===== config.mk =====
export PLATFORM = sky130hd
export DESIGN_NAME = spi_master_mmio
export DESIGN_NICKNAME = d
export VERILOG_FILES = /design/src/rtl/spi_master_mmio.sv
export SDC_FILE = /design/constraint.sdc
export NUM_CORES = 1
export LEC_CHECK = 0
export CAP_MARGIN = 15
export CORE_MARGIN = 8
export CORE_UTILIZATION = 38
export CTS_CLUSTER_SIZE = 28
export DETAILED_ROUTE_END_ITERATION = 8
export PLACE_DENSITY = 0.69
export SYNTH_ARGS = -nofsm -noshare
export SYNTH_HDL_FRONTEND = slang
export SYNTH_SLANG_ARGS = --single-unit

===== constraint.sdc =====
create_clock -name clk -period 2.4 [get_ports clk]
set_input_delay 0.48 -clock clk [delete_from_list [all_inputs] [get_ports clk]]
set_output_delay 0.48 -clock clk [all_outputs]
set_load 0.005 [all_outputs]

===== src/rtl/spi_master_mmio.sv =====
// Memory-mapped SPI master (Mode 0, MSB first, 8-bit full duplex).
// Four word registers at BASE_ADDR: TXDATA, RXDATA, STATUS, DIV.
// Register reads are combinational so a CPU load completes in one cycle.
//
// Bus handshake: there is no valid/ready pair. bus_sel is the valid
// qualifier and the slave is always ready. A store (bus_we=1) takes
// effect at the clock edge that ends the bus_sel cycle. A load
// (bus_we=0) returns bus_rdata in the same cycle, and any read side
// effect (clearing rx_valid or ovr) lands at that same edge.
module spi_master_mmio #(
  parameter int unsigned    W_CPU     = 32,
  parameter logic [W_CPU-1:0] BASE_ADDR = 32'h0000_1000,
  parameter logic [7:0]     DIV_RST   = 8'd3
) (
  input  logic             clk,
  input  logic             rst,
  input  logic             bus_sel,
  input  logic             bus_we,
  input  logic [W_CPU-1:0] bus_addr,
  input  logic [W_CPU-1:0] bus_wdata,
  output logic [W_CPU-1:0] bus_rdata,
  output logic             spi_sclk,
  output logic             spi_mosi,
  input  logic             spi_miso,
  output logic             spi_cs_n,
  output logic             irq,
  output logic [1:0]       dbg_state
);

  localparam logic [1:0] ST_IDLE  = 2'd0;
  localparam logic [1:0] ST_SETUP = 2'd1;
  localparam logic [1:0] ST_XFER  = 2'd2;
  localparam logic [1:0] ST_HOLD  = 2'd3;

  logic [1:0] state_q, state_d;
  logic [7:0] cnt_q;       // cycles spent in the current half-period
  logic [3:0] half_q;      // half-period index within XFER, 0..15
  logic [7:0] shift_q;     // TX bits leave from bit7, RX bits enter at bit0
  logic       samp_q;      // miso captured on the rising sclk edge
  logic [7:0] div_lat_q;   // DIV copy frozen for the active transfer
  logic [7:0] div_q;
  logic [7:0] rxdata_q;
  logic       rx_valid_q;
  logic       ovr_q;
  logic       busy;

  // Address decode and per-register strobes
  logic       hit;
  logic [1:0] off;
  logic       tx_wr, div_wr, rx_rd, st_rd;
  logic       tick, done;

  assign hit    = bus_sel && (bus_addr[W_CPU-1:4] == BASE_ADDR[W_CPU-1:4]);
  assign off    = bus_addr[3:2];
  assign tx_wr  = hit && bus_we  && (off == 2'd0);
  assign div_wr = hit && bus_we  && (off == 2'd3);
  assign rx_rd  = hit && !bus_we && (off == 2'd1);
  assign st_rd  = hit && !bus_we && (off == 2'd2);
  assign tick   = (cnt_q == div_lat_q);
  assign done   = (state_q == ST_HOLD) && tick;

  // Byte lanes and low address bits the register map does not use
  logic unused_bits;
  assign unused_bits = ^{bus_addr[1:0], bus_wdata[W_CPU-1:8]};

  // State register
  always_ff @(posedge clk) begin
    if (rst) state_q <= ST_IDLE;
    else     state_q <= state_d;
  end

  // Next-state logic: SETUP h cycles, XFER 16 half-periods, HOLD h cycles
  always_comb begin
    state_d = state_q;
    case (state_q)
      ST_IDLE:  if (tx_wr) state_d = ST_SETUP;
      ST_SETUP: if (tick) state_d = ST_XFER;
      ST_XFER:  if (tick && (half_q == 4'd15)) state_d = ST_HOLD;
      ST_HOLD:  if (tick) state_d = ST_IDLE;
      default:  state_d = ST_IDLE;
    endcase
  end

  // FSM outputs: sclk is high on even XFER half-periods (the odd ones counting from 1)
  always_comb begin
    busy      = (state_q != ST_IDLE);
    spi_cs_n  = !busy;
    spi_sclk  = (state_q == ST_XFER) && !half_q[0];
    spi_mosi  = busy ? shift_q[7] : 1'b0;
    dbg_state = state_q;
  end

  // Datapath: timing counters, shift register, and the register file
  always_ff @(posedge clk) begin
    if (rst) begin
      cnt_q      <= 8'd0;
      half_q     <= 4'd0;
      shift_q    <= 8'd0;
      samp_q     <= 1'b0;
      div_lat_q  <= 8'd0;
      div_q      <= DIV_RST;
      rxdata_q   <= 8'd0;
      rx_valid_q <= 1'b0;
      ovr_q      <= 1'b0;
    end else begin
      if (div_wr) div_q <= bus_wdata[7:0];

      case (state_q)
        ST_IDLE: begin
          if (tx_wr) begin
            shift_q   <= bus_wdata[7:0];
            div_lat_q <= div_q;
            cnt_q     <= 8'd0;
            half_q    <= 4'd0;
          end
        end
        ST_SETUP: begin
          cnt_q <= tick ? 8'd0 : cnt_q + 8'd1;
          // First rising sclk edge happens as SETUP ends
          if (tick) samp_q <= spi_miso;
        end
        ST_XFER: begin
          cnt_q <= tick ? 8'd0 : cnt_q + 8'd1;
          if (tick) begin
            half_q <= half_q + 4'd1;
            if (!half_q[0]) begin
              // High phase ends: falling edge, shift in the sampled bit
              shift_q <= {shift_q[6:0], samp_q};
            end else if (half_q != 4'd15) begin
              // Low phase ends: rising edge, sample miso
              samp_q <= spi_miso;
            end
          end
        end
        ST_HOLD: begin
          cnt_q <= tick ? 8'd0 : cnt_q + 8'd1;
        end
        default: ;
      endcase

      // A completion wins over a concurrent RXDATA read
      if (done) begin
        rxdata_q   <= shift_q;
        rx_valid_q <= 1'b1;
      end else if (rx_rd) begin
        rx_valid_q <= 1'b0;
      end

      // A rejected TXDATA write wins over a concurrent STATUS read
      if (tx_wr && busy)  ovr_q <= 1'b1;
      else if (st_rd)     ovr_q <= 1'b0;
    end
  end

  // Combinational read mux; zero when not a load to this window
  always_comb begin
    bus_rdata = '0;
    if (hit && !bus_we) begin
      case (off)
        2'd1:    bus_rdata[7:0] = rxdata_q;
        2'd2:    bus_rdata[2:0] = {ovr_q, rx_valid_q, busy};
        2'd3:    bus_rdata[7:0] = div_q;
        default: bus_rdata = '0;
      endcase
    end
  end

  assign irq = rx_valid_q;

endmodule


==> metrics.yaml, run 1 <==
final_layout:
  drive_gt1_share_pct: 19.3
  area_growth_syn_to_layout_pct: 32.6
  final_nets: 462
  fin_area_um2: 3700
  diodes: 0
  layoutNonFillerInstCount: 487
logic_synthesis:
  synth-seq-cells: 49
  synth_common_cells: "dfxtp_1, mux2i_1, nor2_1"
  seq_area_frac_synth_pct: 35.1
  syn_inst: 310
  yosysTopAreaCellShare_pct: 35.1
  yosys.area.top_type: "dfxtp_1"
  async_flop_share_pct: 0
  synth-edff-count: 0
  syn_avg_cell_area_um2: 9.01
  yosys_warnings: 0
  synth_area_leaders: "dfxtp_1, mux2i_1, buf_4"
  synthFlopType: "dfxtp_1"
  netlist_area_um2: 2790
  yosysMostFrequentCell: "dfxtp_1"
  synth.distinct_cells: 48
detailed_routing:
  wl_um: 7250
  dr.pass1.iters: 4
  wl_per_cell_um: 14.9
  via_count: 2436
  drt-initial-drc-count: 100
  viasPerCell: 5.00
  final_antenna_net_count: 0
  drc: 0
floorplan:
  die_w_um: 102
  std_cell_rows: 31
  die_h_um: 102
  core-area_um2: 7180
  ioPinCount: 107
  die-area_um2: 10400
  start_util_pct: 38.9
power:
  p_switching_mw: 0.542
  p_clk_share_pct: 27.1
  comb_power_share_pct: 25.2
  p_int_mw: 1.28
  sequentialPowerShare_pct: 47.8
  power_leakage_nw: 1.65
  vdd_drop_max_mv: 0.333
  power_density_nw_per_um2: 491
  netSwitchingFraction_pct: 29.8
global_routing:
  grt_start_max_net_pins: 38
  grt_pass1_wl_um: 11700
  track_usage_pct: 14.1
  grt_pass1_vias: 2465
  antenna_found_initial: 0
  grt_overflow: 0
place:
  gp_congestion: 0.837
  dp.cells: 475
  dp_hpwl_um: 5660
  port_buffers: 56
  place_area_um2: 3530
worst_setup_path:
  cp.arrival_ps: 1870
  slowest_stage: "clkdlybuf4s50_1"
  cp_max_fo: 6
  cp_num_cells: 7
  crit_chain: "clkdlybuf4s50_1 > nor4b_4 > and2_4 > nand4_1 > buf_6 > nor2_4 > buf_2"
  path_buf_inv: 3
  crit_start: "bus_addr[12]"
  cp.required_ps: 1920
  rr_worst_depth: 5
  reg2reg_from: "cnt_q[6]"
  crit_type: "in2out"
  start_kind: "input pin"
  cp_slowest_stage_delay_ps: 460
  cp_top_family: "buffers and inverters"
  end_kind: "output pin"
clocking:
  clock_sinks: 49
  cts_hold_buf: 0
  numCtsBuffers: 5
  cts_max_level: 2
  clock_latency_ps: 310
  clk_pin_slew_ps: 90
  clk_path_buf_depth: 2
  cts_tree: "built"
  clockRootBuffer: "clkbuf_8"
timing:
  slew_violations: 0
  period_share_pct: 97.8
  hold_viol_final: 0
  holdWs_ps: 496
  setup_violations: 0
  worst_slew_pin_slew_ps: 588
  relSlewSlack_pct: 60.5
  fmax_mhz: 426
  skew_ps: 6.11
  fin_crit_ps: 2350
hold_path:
  hold_path_startpoint: "half_q[2]"
  hold_class: "reg2reg"
  hold_depth: 1
status:
  outcome: "finished, final reports clean"
flow_run:
  drv_cap: 0
flip-flops by register name, summed over array words and instances, names as in the netlist:
signal and count:
cnt_q 8, div_lat_q 8, div_q 8, rxdata_q 8, shift_q 8, half_q 4, dbg_state 2, irq 1
ovr_q 1, samp_q 1
placed cells by master (no fill, tap or decap), drive strengths merged, types with 2 or more instances in the layout:
master,instances
a41oi,4
dfxtp,49
nand2,11
inv,10
buf,36
clkbuf,8
dlygate4sd2,15
nor2b,3
or3,8
and2,2
nand4,6
and4,2
nand3,6
conb,24
nor4,7
o21ai,12
ha,6
a31oi,2
clkdlybuf4s15,7
clkdlybuf4s50,21
a22oi,3
nor2,39
xor2,8
and3,7
mux2,2
nor4b,3
dlymetal6s2s,6
clkinv,2
a21oi,16
mux2i,41
nand2b,4
a311oi,6
repair_timing:
item	4_1_cts	5_1_grt
pin swaps	14	11
resized for setup	58	22
setup buffers	3	1
endpoints found under the setup margin	8	9
metrics by stage:
| stage | TNS, ps | worst slack, ps | total power [mW] | util, % |
|---|---|---|---|---|
| 6_report | 0 | 52.8 | 1.82 | 51.6 |
| 3_3_place_gp | -6250 | -602 | 1.33 | 49.2 |
| 3_5_place_dp | -7590 | -591 | 1.34 | 49.2 |
| 2_1_floorplan | 0 | 343 | 1.15 | - |
| 4_1_cts | 0 | 3.01 | 1.83 | 50.9 |
| 5_1_grt | -5.95 | -5.95 | 1.91 | 51.6 |
power groups by stage:
stage | clock, mW | sequential (mW) | combinational, mW
after floorplan | 0 | 0.881 | 0.271
after global placement | 0 | 0.885 | 0.446
after detailed placement | 0 | 0.888 | 0.453
after CTS | 0.508 | 0.868 | 0.450
after global routing | 0.537 | 0.872 | 0.498
final | 0.492 | 0.869 | 0.458
layout make-up:
class                           count  area, µm²
Timing Repair Buffer               87        783
Tap cell                           99        124
Clock buffer                        6       72.6
Multi-Input combinational cell    234       1690
Sequential cell                    49        981
Inverter                           10       37.5
Clock inverter                      2       13.8
Fill cell                         674       3470
metal layers:
metal	track usage (%)	wire (µm)
met1	16.1	3130
met2	25.0	3590
met3	2.75	374
met4	5.61	156
met5	0	0
cell families (layout without fill, tap and decap cells):
kind of cell,count (synthesis),count (layout),synth area share [%]
compound gates,51,51,12.5
xor+xnor,8,8,2.51
fa+ha+maj,6,6,2.69
buf+inv,50,105,10.6
flops,49,49,35.1
mux,43,43,15.5
other cells,1,24,0.134
simple gates,102,102,21.0
path summary, 6_finish.rpt:
kind	end	slack, ps
hold reg to reg	half_q[2]	500
setup reg to reg	shift_q[3]	210
hold / removal	half_q[2]	500
setup / recovery	bus_rdata[7]	50
No activity file was read; power rests on OpenSTA's default activity.
==> run 2, diff against run 1 <==
--- a/config.mk
+++ b/config.mk
@@ -6,7 +6,6 @@
 export NUM_CORES = 1
 export LEC_CHECK = 0
 export CAP_MARGIN = 15
-export CORE_MARGIN = 8
 export CORE_UTILIZATION = 38
 export CTS_CLUSTER_SIZE = 28
 export DETAILED_ROUTE_END_ITERATION = 8
==> run 2 against run 1 <==
Via count rose by 1.3%. Sequential share of layout area fell by 0.27 points. Critical path type unchanged. Critical endpoint is now bus_rdata[1]. Worst hold slack got worse by 5.5 ps. Largest cell class unchanged.
==> metrics.yaml, run 2 (synthesis gave the netlist of run 1 again) <==
final_layout:
  drive_gt1_share_pct: 20.2  # +0.87 points
  area_growth_syn_to_layout_pct: 33.9
  final_common_cell: "dfxtp_1"
  diodes: 0  # unchanged
  fin_area_um2: 3740  # +1.0%
  layout_common_cells: "dfxtp_1, mux2i_1, nor2_1, buf_4, conb_1"
  final_nets: 466  # +0.87%
global_routing:
  grt_pass1_wl_um: 11700  # +0.35%
  antenna_found_initial: 0  # unchanged
  track_usage_pct: 19.3  # +5.2 points
  grt_pass1_vias: 2434  # -1.3%
  grt_overflow: 0  # unchanged
  grt_start_max_net_pins: 43  # +13%
clocking:
  clock_latency_ps: 300  # about the same
  cts_max_level: 2  # unchanged
  clk_pin_slew_ps: 90  # about the same
  numCtsBuffers: 5  # unchanged
  clockRootBuffer: "clkbuf_8"
  clk_path_buf_depth: 2  # unchanged
  cts_tree: "built"
  clock_sinks: 49  # unchanged
timing:
  relSlewSlack_pct: 35.0  # -26 points
  finalSetupTns_ps: 0  # unchanged
  worst_slew_pin_slew_ps: 976  # +388 ps
  period_share_pct: 95.6  # -2.2 points
  fmax_mhz: 436  # +2.3%
  rsz0062_at_grt: "yes"
  skew_ps: 7.64  # +1.53 ps
  setup_violations: 0  # unchanged
  hold_viol_final: 0  # unchanged
  fin_crit_ps: 2300  # -52.0 ps
  slew_violations: 0  # unchanged
worst_setup_path:
  r2r-end: "cnt_q[7]"
  reg2reg_from: "cnt_q[5]"
  rr_worst_depth: 5  # unchanged
  cp_slowest_stage_delay_ps: 300  # -160 ps
  crit_type: "in2out"
  slowest_stage: "nor4b_4"
  end_kind: "output pin"
  cp.required_ps: 1920  # about the same
  start_kind: "input pin"
  cp_max_fo: 4  # -2
  crit_chain: "clkdlybuf4s15_1 > nor4b_4 > and4_1 > buf_4 > nand3_2 > nor2_1 > dlygate4sd2_1"
  cp.arrival_ps: 1820  # -50 ps
  ff2ff_setup_slack_ps: 140  # -70 ps
detailed_routing:
  final_antenna_net_count: 0  # unchanged
  dr.pass1.iters: 4  # unchanged
  wl_um: 7030  # -3.0%
  viasPerCell: 5.07  # +1.3%
  wl_per_cell_um: 14.4  # -3.0%
  drt-initial-drc-count: 104  # +4.0%
  drc: 0  # unchanged
  via_count: 2468  # +1.3%
hold_path:
  hold_class: "reg2reg"
  hold_path_startpoint: "shift_q[5]"
  hold_depth: 2  # +1
  whs_endpoint: "shift_q[5]"
floorplan:
  start_util_pct: 40.2  # +1.3 points
  die-area_um2: 7700  # -26%
  ioPinCount: 107  # unchanged
  core-area_um2: 6940  # -3.2%
  die_w_um: 87.7  # -14%
  die_h_um: 87.7  # -14%
  std_cell_rows: 30  # -3.2%
place:
  place_area_um2: 3520  # -0.32%
  port_buffers: 56  # unchanged
  gp_congestion: 0.811  # -3.2%
  dp_hpwl_um: 5110  # -9.6%
power:
  power_leakage_nw: 1.72  # +4.1%
  vdd_drop_max_mv: 0.319  # -4.2%
  power_density_nw_per_um2: 489  # -0.50%
  design_power_total_mw: 1.83  # +0.51%
status:
  outcome: "finished, final reports clean"
flow_run:
  drv_cap: 0  # unchanged
==> run 2: through the flow <==
stage          std cells  setup slack [ps]  hold slack (ps)  util [%]
2_1_floorplan        333               343              443         -
3_3_place_gp         471              -574              467      50.7
3_5_place_dp         471              -544              480      50.7
4_1_cts              487             0.685              494      53.2
5_1_grt              487             -42.1              531      53.9
6_report             487               105              491      53.9
==> run 2: what timing repair did <==
item,CTS,global route
gates resized for setup,55,25
endpoints found under the setup margin,9,28
setup buffers,9,1
pin swaps,16,13
hold buffers,0,0
gates cloned,0,0
==> run 2: worst max path at each step <==
stage / from / to / slack, ps / depth (start not counted)
global route: cnt_q[5] / cnt_q[7] / -40 / 5
CTS: bus_addr[17] / bus_rdata[7] / 0.7 / 7
detailed placement: bus_addr[4] / bus_rdata[7] / -540 / 7
finish: bus_addr[22] / bus_rdata[1] / 100 / 7
floorplan: bus_addr[4] / shift_q[2] / 340 / 6
global placement: bus_addr[4] / bus_rdata[7] / -570 / 7
==> run 2: area by class of cell <==
type                       instances  area, µm²
fill                             618       3200
multi-input combinational        234       1690
sequential                        49        981
timing repair buffer              91        827
tap                               96        120
clock buffer                       5       68.8
inverter                          10       37.5
clock inverter                     2       16.3
==> run 2: metal layers <==
metal	part of all wire (%)	global-route usage, %	vias up	wire, µm
met4	0.18	3.73	0	13
li1	-	-	1222	-
met3	4.0	3.39	2	281
met5	0	0	-	0
met1	46	24.8	1177	3240
met2	50	33.8	67	3500
==> run 2: worst max-delay path: cells and delay by family <==
kind	cells	cell delay (ps)
AND/OR/NAND/NOR	4	750
buffers and inverters	3	590
==> run 2: where the power goes <==
group          total (mW)  internal [mW]  switching (mW)
Combinational       0.475          0.234           0.240
Clock               0.484          0.202           0.282
Sequential          0.869          0.844          0.0250
Total                1.83           1.28           0.548
==> run 3, diff against run 2 <==
--- a/config.mk
+++ b/config.mk
@@ -6,6 +6,7 @@
 export NUM_CORES = 1
 export LEC_CHECK = 0
 export CAP_MARGIN = 15
+export CORE_MARGIN = 4
 export CORE_UTILIZATION = 38
 export CTS_CLUSTER_SIZE = 28
 export DETAILED_ROUTE_END_ITERATION = 8
==> run 3 against run 2 <==
First-iteration DRC count grew 4.8%. Utilization shrank 0.27 points. Global-route usage shrank 3.0 points.
==> metrics.yaml, run 3 (synthesis gave the netlist of run 1 again) <==
status:
  outcome: "finished, final reports clean"
worst_setup_path:
  end_kind: "output pin"
  cp_max_fo: 6  # +2
  start_kind: "input pin"
  cp_slowest_stage_delay_ps: 430  # +130 ps
  cp.arrival_ps: 1840  # +20 ps
  cp.required_ps: 1920  # about the same
  crit_chain: "clkdlybuf4s50_1 > nor2_1 > and3_4 > nand4_1 > buf_6 > nor2_4 > buf_2"
  slowest_stage: "clkdlybuf4s50_1"
  crit_type: "in2out"
clocking:
  clk_pin_slew_ps: 90  # about the same
  clockRootBuffer: "clkbuf_8"
  clock_latency_ps: 290  # about the same
  clk_path_buf_depth: 2  # unchanged
  numCtsBuffers: 5  # unchanged
  cts_max_level: 2  # unchanged
  clock_sinks: 49  # unchanged
  cts_hold_buf: 0  # unchanged
  cts_tree: "built"
timing:
  hold_viol_final: 0  # unchanged
  setup_violations: 0  # unchanged
  period_share_pct: 96.8  # +1.1 points
  skew_ps: 9.28  # +1.64 ps
  fmax_mhz: 431  # -1.2%
  slew_violations: 0  # unchanged
  fin_crit_ps: 2320  # +27.4 ps
  worst_slew_pin_slew_ps: 575  # -400 ps
  relSlewSlack_pct: 61.4  # +26 points
  rsz0062_at_grt: "no"
floorplan:
  die_w_um: 93.7  # +6.8%
  core-area_um2: 6980  # +0.54%
  ioPinCount: 107  # unchanged
  die_h_um: 93.7  # +6.8%
  std_cell_rows: 30  # unchanged
  start_util_pct: 40.0  # -0.22 points
  die-area_um2: 8790  # +14%
place:
  gp_congestion: 0.882  # +8.7%
  dp_hpwl_um: 5300  # +3.7%
  place_area_um2: 3540  # +0.43%
  dp.cells: 473  # +0.42%
  port_buffers: 56  # unchanged
global_routing:
  track_usage_pct: 16.2  # -3.0 points
  grt_overflow: 0  # unchanged
  antenna_found_initial: 0  # unchanged
  grt_pass1_vias: 2411  # -0.94%
  grt_start_max_net_pins: 43  # unchanged
  grt_pass1_wl_um: 11500  # -2.1%
hold_path:
  hold_class: "reg2reg"
final_layout:
  fin_area_um2: 3740  # about the same
  layout_common_cells: "dfxtp_1, mux2i_1, nor2_1, buf_4, conb_1"
  area_growth_syn_to_layout_pct: 33.9  # about the same
  multi_input_area_um2: 1720  # +1.5%
  final.fill_count: 651  # +5.3%
  regArea_um2: 982  # +0.13%
  layoutNonFillerInstCount: 485  # -0.41%
  drive_gt1_share_pct: 20.8  # +0.62 points
  diodes: 0  # unchanged
  final_nets: 464  # -0.43%
  final_common_cell: "dfxtp_1"
flow_run:
  drv_cap: 0  # unchanged
detailed_routing:
  wl_um: 7030  # about the same
  drt-initial-drc-count: 109  # +4.8%
  final_antenna_net_count: 0  # unchanged
  dr.pass1.iters: 4  # unchanged
  drc: 0  # unchanged
  via_count: 2467  # -0.041%
  viasPerCell: 5.09  # +0.37%
  wl_per_cell_um: 14.5  # +0.36%
power:
  design_power_total_mw: 1.84  # +0.57%
  power_density_nw_per_um2: 491  # +0.54%
  vdd_drop_max_mv: 0.362  # +14%
  power_leakage_nw: 1.68  # -2.5%
run 3: cell count changes in the layout (fill, tap and decap cells not counted), moves of 2 or more:
cell / delta
dlygate4sd2_1: +4
dlymetal6s2s_1: -4
buf_4: -2
ha_1: -2
ha_2: +2
nor2_2: -2
run 3: repair_timing:
action                     4_1_cts  5_1_grt
gates resized for setup         59       27
setup endpoints to repair       16       19
pin swaps                       16       13
setup buffers                    5        1
run 3: worst max-delay path: cells and delay by family:
family | cells | cell delay (ps)
buffers and inverters | 3 | 740
AND/OR/NAND/NOR | 4 | 630
run 3: final timing paths:
kind | slack [ps] | end | startpoint | cells past startpoint
hold / removal | 490 | half_q[2] | half_q[2] | 1
setup / recovery | 80 | bus_rdata[7] | bus_addr[5] | 7
hold reg to reg | 490 | half_q[2] | half_q[2] | 1
setup reg to reg | 170 | shift_q[1] | cnt_q[4] | 5
run 3: through the flow:
stage | setup WS (ps) | TNS [ps] | hold WS (ps) | utilization (%)
3_3_place_gp | -586 | -8510 | 470 | 50.7
6_report | 77.4 | 0 | 492 | 53.6
4_1_cts | 0.0508 | 0 | 488 | 52.8
3_5_place_dp | -605 | -10280 | 479 | 50.7
2_1_floorplan | 343 | 0 | 443 | -
5_1_grt | 3.68 | 0 | 525 | 53.6
run 3: routing by layer:
layer,GRT usage [%],share of wire (%),wire length [µm]
met1,20.6,44,3080
met3,2.80,3.9,277
met5,0,0,0
met2,27.9,50,3550
met4,4.93,1.8,124
run 3: power breakdown:
group | leakage [nW] | switching (mW) | internal [mW]
sequential | 0.395 | 0.0250 | 0.846
combinational | 1.24 | 0.238 | 0.240
clock | 0.0433 | 0.262 | 0.228
run 3: cell type report:
cell class	instances	area share (%)
Inverter	10	1.00
Clock inverter	1	0.201
Sequential cell	49	26.2
Timing Repair Buffer	89	21.3
Multi-Input combinational cell	234	45.8
Tap cell	96	3.21
Clock buffer	6	2.21
